[config.mk]
export PLATFORM = sky130hd
export DESIGN_NAME = sram_phy_ctrl
export DESIGN_NICKNAME = d
export VERILOG_FILES = /design/src/rtl/sram_phy_ctrl.sv
export SDC_FILE = /design/constraint.sdc
export NUM_CORES = 1
export LEC_CHECK = 0
export CAP_MARGIN = 10
export CORE_MARGIN = 2
export CORE_UTILIZATION = 43
export CTS_CLUSTER_DIAMETER = 50
export DETAILED_ROUTE_END_ITERATION = 10
export GPL_ROUTABILITY_DRIVEN = 0
export GPL_TIMING_DRIVEN = 1
export PLACE_DENSITY = 0.8
export SLEW_MARGIN = 10
export SYNTH_ARGS = -nofsm -noshare
export SYNTH_HDL_FRONTEND = slang
export SYNTH_SLANG_ARGS = --single-unit
[constraint.sdc]
create_clock -name a_clk -period 2.4 [get_ports a_clk]
set_input_delay 0.48 -clock a_clk [delete_from_list [all_inputs] [get_ports a_clk]]
set_output_delay 0.48 -clock a_clk [all_outputs]
set_load 0.03 [all_outputs]
[src/rtl/sram_phy_ctrl.sv]
// Sequencer for an external 256Kx16 asynchronous SRAM: one read or write at a time, registered
// pad controls. Optional input-register capture of read data is enabled by SRAM_PHY_CTRL_IOB_RD_EN.
module sram_phy_ctrl #(
  parameter int unsigned WAIT_CYCLES = 1,
  parameter int unsigned TURN_CYCLES = 1
) (
  input  logic        a_clk,
  input  logic        a_rst,
  input  logic        sram_req,
  output logic        sram_ready,
  input  logic        sram_rd,
  input  logic [17:0] sram_addr,
  input  logic [1:0]  sram_be,
  input  logic [15:0] sram_wr_data,
  output logic        sram_rd_data_vld,
  output logic [15:0] sram_rd_data,
  output logic [17:0] ram_addr,
  output logic [15:0] ram_dout,
  output logic        ram_doe,
  input  logic [15:0] ram_din,
  output logic        ram_cs_n,
  output logic        ram_we_n,
  output logic        ram_oe_n,
  output logic        ram_ub_n,
  output logic        ram_lb_n
);

  typedef enum logic [2:0] {
    StIdle, StRd, StWrSetup, StWrPulse, StWrHold, StTurn
  } state_e;

  localparam int unsigned CntW = 5;
`ifdef SRAM_PHY_CTRL_IOB_RD_EN
  localparam int unsigned RdLoad = WAIT_CYCLES + 1;
`else
  localparam int unsigned RdLoad = WAIT_CYCLES;
`endif
  localparam int unsigned TurnLoad = (TURN_CYCLES == 0) ? 0 : TURN_CYCLES - 1;
  localparam logic [CntW-1:0] RdCnt    = CntW'(RdLoad);
  localparam logic [CntW-1:0] PulseCnt = CntW'(WAIT_CYCLES);
  localparam logic [CntW-1:0] TurnCnt  = CntW'(TurnLoad);

  state_e          state_q, state_d;
  logic [CntW-1:0] cnt_q, cnt_d;
  logic [1:0]      be_q, be_d;
  logic [17:0]     addr_q, addr_d;
  logic [15:0]     dout_q, dout_d;
  logic [15:0]     rd_data_q, rd_data_d;
  logic            vld_q, vld_d;
  logic            ready_q, ready_d;
  logic            doe_q, doe_d;
  logic            cs_n_q, cs_n_d;
  logic            we_n_q, we_n_d;
  logic            oe_n_q, oe_n_d;
  logic            ub_n_q, ub_n_d;
  logic            lb_n_q, lb_n_d;
  logic            rd_done;
  logic            cs_act;
  logic [15:0]     din_src;

`ifdef SRAM_PHY_CTRL_IOB_RD_EN
  // Free-running capture so the flop can be packed into the input pad cell.
  logic [15:0] din_q;
  always_ff @(posedge a_clk) begin
    din_q <= ram_din;
  end
  assign din_src = din_q;
`else
  assign din_src = ram_din;
`endif

  always_comb begin
    state_d = state_q;
    cnt_d   = cnt_q;
    be_d    = be_q;
    addr_d  = addr_q;
    dout_d  = dout_q;
    rd_done = 1'b0;
    unique case (state_q)
      StIdle: begin
        if (ready_q && sram_req) begin
          addr_d = sram_addr;
          dout_d = sram_wr_data;
          be_d   = sram_be;
          if (sram_rd) begin
            state_d = StRd;
            cnt_d   = RdCnt;
          end else begin
            state_d = StWrSetup;
          end
        end
      end
      StRd: begin
        if (cnt_q == '0) begin
          state_d = StIdle;
          rd_done = 1'b1;
        end else begin
          cnt_d = cnt_q - CntW'(1);
        end
      end
      StWrSetup: begin
        state_d = StWrPulse;
        cnt_d   = PulseCnt;
      end
      StWrPulse: begin
        if (cnt_q == '0) state_d = StWrHold;
        else             cnt_d   = cnt_q - CntW'(1);
      end
      StWrHold: begin
        if (TURN_CYCLES == 0) begin
          state_d = StIdle;
        end else begin
          state_d = StTurn;
          cnt_d   = TurnCnt;
        end
      end
      StTurn: begin
        if (cnt_q == '0) state_d = StIdle;
        else             cnt_d   = cnt_q - CntW'(1);
      end
      default: state_d = StIdle;
    endcase
  end

  // Pad controls are decoded from the next state so every output comes straight from a flop.
  always_comb begin
    cs_act    = state_d inside {StRd, StWrSetup, StWrPulse, StWrHold};
    ready_d   = (state_d == StIdle);
    cs_n_d    = ~cs_act;
    oe_n_d    = (state_d != StRd);
    we_n_d    = (state_d != StWrPulse);
    doe_d     = state_d inside {StWrSetup, StWrPulse, StWrHold};
    ub_n_d    = ~(cs_act & be_d[1]);
    lb_n_d    = ~(cs_act & be_d[0]);
    vld_d     = rd_done;
    rd_data_d = rd_done ? din_src : rd_data_q;
  end

  always_ff @(posedge a_clk) begin
    if (a_rst) begin
      state_q   <= StIdle;
      cnt_q     <= '0;
      be_q      <= '0;
      addr_q    <= '0;
      dout_q    <= '0;
      rd_data_q <= '0;
      vld_q     <= 1'b0;
      ready_q   <= 1'b0;
      doe_q     <= 1'b0;
      cs_n_q    <= 1'b1;
      we_n_q    <= 1'b1;
      oe_n_q    <= 1'b1;
      ub_n_q    <= 1'b1;
      lb_n_q    <= 1'b1;
    end else begin
      state_q   <= state_d;
      cnt_q     <= cnt_d;
      be_q      <= be_d;
      addr_q    <= addr_d;
      dout_q    <= dout_d;
      rd_data_q <= rd_data_d;
      vld_q     <= vld_d;
      ready_q   <= ready_d;
      doe_q     <= doe_d;
      cs_n_q    <= cs_n_d;
      we_n_q    <= we_n_d;
      oe_n_q    <= oe_n_d;
      ub_n_q    <= ub_n_d;
      lb_n_q    <= lb_n_d;
    end
  end

  assign sram_ready       = ready_q;
  assign sram_rd_data_vld = vld_q;
  assign sram_rd_data     = rd_data_q;
  assign ram_addr         = addr_q;
  assign ram_dout         = dout_q;
  assign ram_doe          = doe_q;
  assign ram_cs_n         = cs_n_q;
  assign ram_we_n         = we_n_q;
  assign ram_oe_n         = oe_n_q;
  assign ram_ub_n         = ub_n_q;
  assign ram_lb_n         = lb_n_q;

endmodule

==> impl_metrics.tcl, run 1 <==
set metrics [dict create \
    grt_pass1_vias 2709 \
    finalSetupViolCount 0 \
    drv_cap 0 \
    synth_cell_types 40 \
    rsz0062_at_grt "false" \
    grt.total_usage_pct 22.41 \
    rr_endpoint "ram_ub_n" \
    peakVddDrop_v 0.0005021 \
    totalWireLength_um 8062 \
    grt_pass1_wl_um 13020 \
    synthAdderAreaFrac_pct 0.8981 \
    dieWidth_um 84.50 \
    synth_area_um2 2786 \
    fmax_mhz 513.4 \
    clock_latency_ps 330 \
    initial_core_util_pct 44.13 \
    reg2regPathDepth 5 \
    cp_top_family "compound AO/OA/AOI/OAI gates" \
    hold_path_class "input port to flop" \
    netlist.area_leader.share_pct 48.85 \
    viasPerCell 5.691 \
    place_area_um2 3946 \
    path_buf_inv 1 \
    met1_length_um 3552 \
    clock_sinks 68 \
    htreeDepth 3 \
    synth_cells 322 \
    place_hpwl_um 5425 \
    synth_xor_area_share_pct 0 \
    post-cts-setup-buffers 0 \
    io_buffer_count 113 \
    syn_nets 380 \
    fin_crit_ps 1948 \
    fp.coreArea_um2 6314 \
    wire_per_inst_um 16.09 \
    startpoint_type "flop" \
    cp_max_fo 22 \
    wl_met3_um 533 \
    muxShareOfSynthArea_pct 0.3592 \
    grt_antenna_before_repair 0 \
    holdPathStages 3 \
    drive_gt1_share_pct 7.783 \
    yosysSeqAreaShare_pct 48.85 \
    synth_ff_type "dfxtp_1" \
    yosys.area_share.simple_pct 17.78 \
    stdcell_area_um2 4115 \
    antenna_left 0 \
    clkTransAtPathRegs_ps 70 \
    die_h_um 84.50 \
    grt_overflow 0 \
    synth_top_family_by_area "compound AO/OA/AOI/OAI gates" \
    synth.avg_cell_area_um2 8.653 \
    cts_hold_buf 0 \
    cts_tree "done" \
    slew_headroom_pct 30.19 \
    r2r_start "cnt_q[0]" \
    drt_drc_violations_left 0 \
    vias 2851 \
    nets 478 \
    post-route-period-util_pct 81.15 \
    synthArstFlopShare_pct 0 \
    die_area_um2 7140 \
    max_stage_delay_ps 630 \
    synth-compound-area-share_pct 25.91 \
    highest_layer "met4" \
    synth_edf_count 0 \
    worst_slew_pin_slew_ps 1043 \
    ios 114 \
    finalHoldViolations 0 \
    row_count 29 \
    slowest_stage "or4b_4" \
    layout_common_cells "clkdlybuf4s50_1, dfxtp_1, a21oi_1" \
    crit_arrival_ps 2230 \
    cts.path.max_buffers 2 \
    synth_area_leaders "dfxtp_1, a21oi_1, nand3_1" \
    status "finished, final reports clean" \
    wl_met2_um 3787 \
    first_pass_iters 4 \
    fin_worst_skew_ps 6.904 \
    rrSetupSlack_ps 450 \
    ys_ff_latch 68 \
    root_buffer "clkbuf_8" \
    hold_path_end "sram_ready" \
    layout.cells.most_common "clkdlybuf4s50_1" \
    crit_type "flop to flop" \
    crit_path_end_kind "flop" \
    cts-resized-gates 0 \
    cp.required_ps 2680 \
    drt_iter0_markers 291 \
    final-max-slew-violation-count 0 \
    hold_path_startpoint "a_rst" \
    p_per_area_nw_per_um2 781.9 \
    crit_chain "inv_1 -> ha_1 -> or4b_4 -> a211oi_1 -> a2111o_1" \
    insertedDiodeCount 0 \
    grt_max_degree 39 \
    area_delta_synth_final_pct 47.69 \
    yosys.area.top_type "dfxtp_1" \
    ys_warn_count 0 \
    p_leak_uw 0.001409 \
    setup-tns-final_ps 0 \
    numCtsBuffers 9 \
    startpoint "cnt_q[0]" \
]
logic make-up (layout without fill, tap and decap cells):
kind of cell	Yosys count	in the layout
AO/OA/AOI/OAI	124	124
adder cells (fa/ha/maj)	2	2
buffers and inverters	42	144
flip-flops	68	68
multiplexers	1	1
AND/OR/NAND/NOR	85	85
routing by layer:
metal,GRT usage (%),up-vias
met2,34.29,100
met4,10.68,0
li1,-,1395
met3,5.900,18
met5,0,-
met1,29.50,1338
cell usage after synthesis, types with 3 or more instances:
cell and n:
nor3_1 3, nand4_1 17, a21oi_1 54, buf_1 5
or3_1 4, buf_2 6, nor2_1 4, nand3_1 37
dfxtp_1 68, clkbuf_1 25, nor4_1 3, o21ai_0 37
o31ai_1 16, inv_1 4, or2_2 3, nand2b_1 4
sequential cells by signal (all words and copies together) (netlist names):
register and count:
ram_addr 18, ram_dout 16, sram_rd_data 16, cnt_q 5
state_q 3, be_q 2, ram_cs_n 1, ram_doe 1
ram_lb_n 1, ram_oe_n 1, ram_ub_n 1, ram_we_n 1
sram_rd_data_vld 1, sram_ready 1
worst register-to-register path: stages, from the launching register on:
cell      delay, ps
dfxtp_1         320
inv_1           100
ha_1            190
or4b_4          630
a211oi_1        480
a2111o_1        180
report_power, final:
part	switching [uW]	internal, uW	leakage [uW]
clock	398	423	0.0000893
sequential	68.6	1240	0.000553
combinational	666	425	0.000767
total	1130	2080	0.00141
stage by stage:
step	hold slack (ps)	utilization (%)	total power [uW]	instances	worst slack (ps)
global route	462.5	65.18	3389	501	305.8
global placement	454.6	62.51	2394	486	297.9
floorplan	461.4	-	2002	322	688.1
finish	446.5	65.18	3218	501	452.3
CTS	435.0	65.18	3230	501	450.9
detailed placement	460.9	62.51	2415	486	264.7
final cells by class:
type | instances | area [um2]
well taps | 77 | 96.34
inverters | 4 | 15.01
repair buffers | 125 | 1216
fillers | 564 | 2198
clock buffers | 13 | 158.9
multi-input cells | 212 | 1257
flip-flops and latches | 68 | 1361
clock inverters | 2 | 10.01
worst max-delay path by stage:
stage	end	slack, ps	cells past startpoint
after global routing	ram_ub_n	310	5
after global placement	cnt_q[2]	300	4
final	ram_ub_n	450	5
after floorplan	ram_oe_n	690	5
after detailed placement	ram_oe_n	260	4
after CTS	ram_ub_n	450	5
Note: power is estimated with default switching activity, not from simulation.
==> inputs of run 2 (changes only) <==
Clock period 2.4 ns to 2 ns, I/O delays scaled along.
==> run 2 against run 1 <==
Cell count grew 1.6%. Critical endpoint is now sram_ready. Design area grew 2.1%. Critical path depth shrank 4. Global-route usage grew 0.23 points. Count of clock-buffer cells in the layout shrank 2. Die area is the same. Worst hold slack gained 25 ps.
==> impl_metrics.tcl, run 2 (synthesis results as in run 1) <==
set metrics [dict create \
    slew_headroom_pct 74.22 \
    rsz0062_at_grt "false" \
    cp_top_family "buffers and inverters" \
    cts_tree "done" \
    max_stage_delay_ps 710 \
    cp.required_ps 1600 \
    fp.coreArea_um2 6314 \
    layout_common_cells "clkdlybuf4s50_1, dfxtp_1, a21oi_1" \
    crit_path_end_kind "output port" \
    total_power_uw 3986 \
    final-seq-area_um2 1361 \
    layout.cells.most_common "clkdlybuf4s50_1" \
    holdWs_ps 471.2 \
    grt.total_usage_pct 22.65 \
    drt_iter0_markers 205 \
    hold_path_class "input port to flop" \
    finalSetupViolCount 0 \
    clock_sinks 68 \
    row_count 29 \
    place_area_um2 4011 \
    finalHoldViolations 0 \
    holdPathStages 2 \
    setup_ws_ps 127.6 \
    path_buf_inv 1 \
    numCtsBuffers 9 \
    vias 2883 \
    crit_chain "clkdlybuf4s50_1" \
    insertedDiodeCount 0 \
    cts.path.max_buffers 2 \
    nFillCells 552 \
    die_area_um2 7140 \
    die_h_um 84.50 \
    hold_path_end "sram_rd_data[12]" \
    crit_type "flop to output port" \
    drv_cap 0 \
    cp_max_fo 5 \
    status "finished, final reports clean" \
    grt_pass1_wl_um 13120 \
    grt_antenna_before_repair 0 \
    p_leak_uw 0.001451 \
    antenna_left 0 \
    clkTransAtPathRegs_ps 70 \
    worst_slew_pin_slew_ps 386.6 \
    fin_worst_skew_ps 9.800 \
    rrSetupSlack_ps 190 \
    area_delta_synth_final_pct 50.74 \
    fmax_mhz 534.1 \
    dp_slack_ps -23.98 \
    hold_path_startpoint "a_rst" \
    multi_input_area_um2 1262 \
    grt_overflow 0 \
    htreeDepth 3 \
    cts-resized-gates 0 \
    stdcell_area_um2 4200 \
    startpoint "sram_ready" \
    rr_endpoint "ram_oe_n" \
    io_buffer_count 113 \
    drive_gt1_share_pct 9.722 \
    initial_core_util_pct 44.13 \
    nets 485 \
    grt_max_degree 54 \
    post-route-period-util_pct 93.62 \
    slowest_stage "clkdlybuf4s50_1" \
    root_buffer "clkbuf_8" \
    reg2regPathDepth 5 \
    ios 114 \
    final-max-slew-violation-count 0 \
    fin_crit_ps 1872 \
    drt_drc_violations_left 0 \
    totalWireLength_um 8151 \
    dieWidth_um 84.50 \
    first_pass_iters 4 \
    p_per_area_nw_per_um2 949.1 \
    wire_per_inst_um 16.01 \
    clock_latency_ps 340 \
    cts_hold_buf 0 \
    largest_reg_flops 18 \
    grt_pass1_vias 2724 \
    place_hpwl_um 5380 \
    fin_util_pct 66.53 \
    r2r_start "cnt_q[0]" \
    crit_arrival_ps 1470 \
    viasPerCell 5.664 \
    peakVddDrop_v 0.0006182 \
    post-cts-setup-buffers 0 \
    startpoint_type "flop" \
]
## run 2: cell type report
type	count	area share, %
well taps	77	2.294
inverters	4	0.3575
clock inverters	5	1.251
repair buffers	132	30.50
multi-input cells	212	30.06
flip-flops and latches	68	32.41
clock buffers	11	3.128
## run 2: worst max-delay path by stage
stage / end / cells past startpoint
floorplan: ram_oe_n / 5
global placement: ram_oe_n / 4
detailed placement: ram_oe_n / 4
CTS: sram_ready / 1
global route: sram_ready / 1
finish: sram_ready / 1
## run 2: per-stage QoR
step                instances  setup TNS (ps)
global placement          493               0
global route              509               0
finish                    509               0
CTS                       509               0
floorplan                 322               0
detailed placement        493          -23.98
## run 2: metal layers
metal / track usage [%] / wire (um) / vias to the layer above
li1: - / - / 1401
met1: 29.54 / 3633 / 1380
met2: 36.01 / 3971 / 89
met3: 4.621 / 414 / 13
met4: 10.68 / 131 / 0
met5: 0 / 0 / -
## run 2: report_power, final
part / switching, uW / internal (uW) / leakage (uW)
clock: 501 / 570 / 0.0000931
sequential: 80.2 / 1480 / 0.000553
combinational: 811 / 541 / 0.000805
